## config.mk

```make
export PLATFORM = sky130hd
export DESIGN_NAME = imem_loader
export DESIGN_NICKNAME = d
export VERILOG_FILES = /design/src/rtl/imem_loader.sv
export SDC_FILE = /design/constraint.sdc
export NUM_CORES = 1
export LEC_CHECK = 0
export CORE_MARGIN = 8
export CORE_UTILIZATION = 53
export DETAILED_ROUTE_END_ITERATION = 8
export PLACE_DENSITY = 0.81
export SKIP_LAST_GASP = 1
export SLEW_MARGIN = 20
export SYNTH_ARGS = -nofsm -noshare
export SYNTH_HDL_FRONTEND = slang
export SYNTH_SLANG_ARGS = --single-unit
```

## constraint.sdc

```tcl
create_clock -name clk -period 2.1 [get_ports clk]
set_input_delay 0.42 -clock clk [delete_from_list [all_inputs] [get_ports clk]]
set_output_delay 0.42 -clock clk [all_outputs]
set_load 0.02 [all_outputs]
```

## src/rtl/imem_loader.sv

```systemverilog
// imem_loader: fills the instruction memory from a byte stream before execution.
// Bytes arrive over a valid/ready handshake and are packed big-endian into 32-bit
// words, one memory write per word starting at address 0. The load ends after the
// halt word 32'hFFFFFFFF is written (done) or when the last slot is written
// without a halt word (error).
//
// Ports:
//   clk, rst_n         clock, asynchronous active-low reset
//   start              begin a load (honoured in IDLE, DONE, ERR)
//   byte_in/byte_valid incoming program byte and its qualifier
//   byte_ready         loader accepts a byte this cycle (RECV only)
//   mem_we/mem_addr/mem_wdata  instruction memory write port
//   busy/done/error    load status
//   word_count         words written in the current or last load
module imem_loader #(
  parameter int unsigned DEPTH  = 1024,
  parameter int unsigned ADDR_W = 10
) (
  input  logic              clk,
  input  logic              rst_n,
  input  logic              start,
  input  logic [7:0]        byte_in,
  input  logic              byte_valid,
  output logic              byte_ready,
  output logic              mem_we,
  output logic [ADDR_W-1:0] mem_addr,
  output logic [31:0]       mem_wdata,
  output logic              busy,
  output logic              done,
  output logic              error,
  output logic [ADDR_W:0]   word_count
);

  localparam logic [31:0]       HALT_WORD = 32'hFFFF_FFFF;
  localparam logic [ADDR_W-1:0] LAST_ADDR = ADDR_W'(DEPTH - 1);

  typedef enum logic [2:0] {
    IDLE  = 3'd0,
    RECV  = 3'd1,
    WRITE = 3'd2,
    DONE  = 3'd3,
    ERR   = 3'd4
  } state_t;

  state_t            state;
  logic [ADDR_W-1:0] addr;
  logic [1:0]        byte_idx;
  logic [31:0]       shreg;
  logic [31:0]       shreg_nxt;

  // Shift register contents once the current byte is folded in.
  assign shreg_nxt = {shreg[23:0], byte_in};

  // Loader FSM; every output is registered and updated alongside the state.
  always_ff @(posedge clk or negedge rst_n) begin
    if (!rst_n) begin
      state      <= IDLE;
      addr       <= '0;
      byte_idx   <= 2'd0;
      shreg      <= 32'd0;
      byte_ready <= 1'b0;
      mem_we     <= 1'b0;
      mem_addr   <= '0;
      mem_wdata  <= 32'd0;
      busy       <= 1'b0;
      done       <= 1'b0;
      error      <= 1'b0;
      word_count <= '0;
    end else begin
      mem_we <= 1'b0;
      case (state)
        IDLE, DONE, ERR: begin
          // Fresh load: previous memory contents are simply overwritten.
          if (start) begin
            state      <= RECV;
            addr       <= '0;
            byte_idx   <= 2'd0;
            shreg      <= 32'd0;
            word_count <= '0;
            byte_ready <= 1'b1;
            busy       <= 1'b1;
            done       <= 1'b0;
            error      <= 1'b0;
          end
        end

        RECV: begin
          if (byte_valid && byte_ready) begin
            shreg    <= shreg_nxt;
            byte_idx <= byte_idx + 2'd1;
            if (byte_idx == 2'd3) begin
              // Fourth byte: present the completed word during WRITE.
              state      <= WRITE;
              byte_ready <= 1'b0;
              mem_we     <= 1'b1;
              mem_addr   <= addr;
              mem_wdata  <= shreg_nxt;
            end
          end
        end

        WRITE: begin
          word_count <= word_count + (ADDR_W+1)'(1);
          // Halt word wins over the full-memory condition at the last slot.
          if (shreg == HALT_WORD) begin
            state <= DONE;
            busy  <= 1'b0;
            done  <= 1'b1;
          end else if (addr == LAST_ADDR) begin
            state <= ERR;
            busy  <= 1'b0;
            error <= 1'b1;
          end else begin
            state      <= RECV;
            addr       <= addr + ADDR_W'(1);
            byte_ready <= 1'b1;
          end
        end

        default: begin
          state      <= IDLE;
          byte_ready <= 1'b0;
          busy       <= 1'b0;
        end
      endcase
    end
  end

endmodule

```

==> summary.txt <==
Status
  • Outcome: completed

Logic synthesis
  • Main synth FF type: dfrtp_1
  • Gate Count Post-Synth: ~410
  • Synthesized area per cell: approximately 11 µm²
  • Post-synth top cells: dfrtp_1 (105), nand2_1 (90), mux2_2 (40)
  • Yosys reg bits: 105
  • Top-count cell post-synth: dfrtp_1
  • YS warnings: 0
  • Synth area leaders: dfrtp_1 (59%), mux2_2 (10%), nand2_1 (7.6%)
  • Sequential area share after synthesis: 0.588
  • Async SR Flop Fraction: 1.00
  • EDFF count, synth: 0
  • Yosys top cell area share: 0.588
  • Post-Syn Area: about 0.0045 mm²
  • Count of different cell masters after synthesis: 38
  • Post-synth net total: 420
  • Yosys top cell by area: dfrtp_1

Timing
  • Slew @ Worst Pin: just over 0.4 ns
  • Achievable Freq: between 500 and 600 MHz
  • Max Slew Vio Count: 0
  • # setup viols final: 0
  • Slew margin rel.: 0.727
  • Minimum clock period: 1.89 ns
  • Unrepaired setup endpoints after global routing: no
  • Final hold viol count: 0
  • Final worst clock skew: 0.0116 ns
  • Final Cycle Share: 0.902
  • Setup TNS: 0 ns
  • Final setup margin: 0.206 ns

Critical path
  • Top cell family by delay on the critical path: buffers and inverters
  • R2R Path End: byte_ready$_DFFE_PN0P_
  • CP Data Required Time: roughly 1.7 ns
  • Crit path largest cell delay: around 0.65 ns
  • Buffer and inverter count on the worst path: 1
  • R2R Setup Slk: roughly 0.21 ns
  • Critical path origin: byte_ready$_DFFE_PN0P_
  • Crit path kind: flip-flop to output pin
  • Worst EP arrival: around 1.5 ns
  • Critical Path Stages: 1
  • Crit path launch type: flip-flop
  • Slowest cell on crit path: clkdlybuf4s50_1
  • Crit path max fanout: 6
  • CP cell instances: clkdlybuf4s50_1
  • Reg2reg start: addr[0]$_DFFE_PN0P_
  • Worst setup path end: byte_ready
  • Crit. End Element: output pin
  • Worst Reg-to-Reg Cells: 5

Hold path
  • Type of the most critical hold path: flip-flop to flip-flop

Die
  • Die footprint: ~0.012 mm²
  • Initial Util: 0.547
  • Die X-Extent: around 110 µm
  • Site row count: 33
  • Core ar.: just over 0.008 mm²
  • Die span in y: 108 µm
  • Num ports: 70

Placement
  • Port Buf Inserts: slightly below 70
  • Pre-CTS setup slack: about 0.032 ns
  • Placer Congestion: slightly above 0.8
  • HPWL after DPL: roughly 7000 µm
  • Placement Cell Area: between 0.005 and 0.006 mm²

Layout
  • Area growth from synthesis to layout: 24.2%
  • Nets: roughly 500
  • Final instance area: 0.00555 mm²
  • Layout cells sized above 1: 0.171
  • Inserted Diodes: 0

Clock tree
  • Setup bufs post-CTS: 0
  • Number of H-tree levels: 3
  • TritonCTS Buffers: 9
  • Skew-Pair Late Insertion Delay: around 0.37 ns
  • Max clock buf depth: 2
  • CTS Sinks: 105
  • Clock slew at reported path FFs: 0.10 ns
  • Root Buffer: clkbuf_8
  • CTS tree: done

Pwr
  • P_int: 4450 µW
  • Clock share of power: 0.167
  • Switching Fraction: 0.391
  • Power Total: roughly 7300 µW
  • Sequential power share: 0.439
  • Comb pwr share: 0.394
  • Psw: approximately 2900 µW
  • PwrDens: between 1000 and 1500 mW/mm²
  • Max VDD drop: 0.000748 V
  • P_leak: about 0.0025 µW

Global route
  • Gr ovfl total: 0
  • GR Util All Layers: 0.176
  • Largest net degree at the start of global routing: 67
  • Initial antenna violation count: 0
  • First-pass GRT wire length: roughly 16000 µm
  • Number of global-route vias before repair: ~3.4k

Routing
  • Residual DRC: 0
  • Vias: 3298
  • DRT Wirelength: around 9600 µm
  • Router iterations before antenna repair: 5
  • Detailed Route Iter0 Violations: approximately 180
  • Antenna-violating nets left: 0
  • Via density per instance: around 5.6
  • Average wire per cell in the routed design: ~16 µm

Job
  • # Max-Cap Violations: 0
power by group through the flow:
stage / registers (µW) / logic (µW) / clock network [µW]
floorplan: 3510 / 1340 / 0
global placement: 3190 / 2790 / 0
detailed placement: 3240 / 2910 / 0
CTS: 3200 / 2920 / 1250
global route: 3300 / 3160 / 1320
finish: 3210 / 2880 / 1220
cells by family after synthesis:
logic type	after synthesis	synth area share
flip-flops	105	0.588
adder cells (fa/ha/maj)	3	0.00840
AO/OA/AOI/OAI	64	0.0804
buffers and inverters	25	0.0302
multiplexers	53	0.130
AND/OR/NAND/NOR	155	0.162
layer usage:
metal / vias to the layer above / track usage / part of all wire
met5: - / 0 / 0
met4: 0 / 0.0614 / 0.012
met3: 8 / 0.0473 / 0.069
met2: 101 / 0.274 / 0.49
met1: 1622 / 0.232 / 0.43
li1: 1567 / - / -
how the worst min path moves through the flow:
| stage | startpoint | end | cells after the start |
|---|---|---|---|
| 6_report | word_count[10]$_DFFE_PN0P_ | word_count[10]$_DFFE_PN0P_ | 1 |
| 4_1_cts | word_count[10]$_DFFE_PN0P_ | word_count[10]$_DFFE_PN0P_ | 1 |
| 3_5_place_dp | rst_n | shreg[4]$_DFFE_PN0P_ | 1 |
| 5_1_grt | mem_wdata[11]$_DFFE_PN0P_ | mem_wdata[11]$_DFFE_PN0P_ | 1 |
| 2_1_floorplan | rst_n | addr[0]$_DFFE_PN0P_ | 0 |
| 3_3_place_gp | rst_n | shreg[4]$_DFFE_PN0P_ | 1 |
state kept, by name, summed over array words and instances, names as in the netlist, 2 cells and up:
register    cells
shreg          32
word_count     11
byte_idx        2
mem_addr       10
state           3
addr           10
mem_wdata      32
cell type report:
type                       instances  area, µm²
tap                              105        131
clock buffer                       9        124
sequential                       105       2630
timing repair buffer              87        863
inverter                           3       11.3
clock inverter                     7       73.8
fill                             619       2630
multi-input combinational        275       1720
timing repair:
action	CTS	global route
gates resized for setup	0	1
endpoints found under the hold margin	28	0
hold buffers	1	0
setup endpoints to repair	0	1
per-stage QoR:
step / hold slack (ns) / util / cells
final: 0.488 / 0.679 / 591
after global routing: 0.520 / 0.679 / 591
after CTS: 0.490 / 0.678 / 591
after detailed placement: 0.377 / 0.653 / 574
after global placement: 0.371 / 0.653 / 574
after floorplan: 0.124 / - / 405
layout by cell type (no fill, tap or decap), drive strengths merged:
master         instances
clkinvlp               2
clkbuf                 9
mux2i                 11
and4                   4
nor3                   5
or3                    1
clkdlybuf4s50         68
dlygate4sd3            1
a31o                   1
or3b                   1
o221ai                 1
o32a                   1
nor4                   2
inv                    7
o21ai                 45
buf                   18
and3                   5
a41oi                  2
a21oi                  6
nor3b                  4
nor2                  16
a221o                  1
nand2                 90
nor2b                  1
nand4                 11
dfrtp                105
nand4b                 2
and2                   2
clkinv                 1
a31oi                  6
nand3                 11
ha                     3
mux2                  42
a22oi                  1
Note: power is estimated with default switching activity, not from simulation.
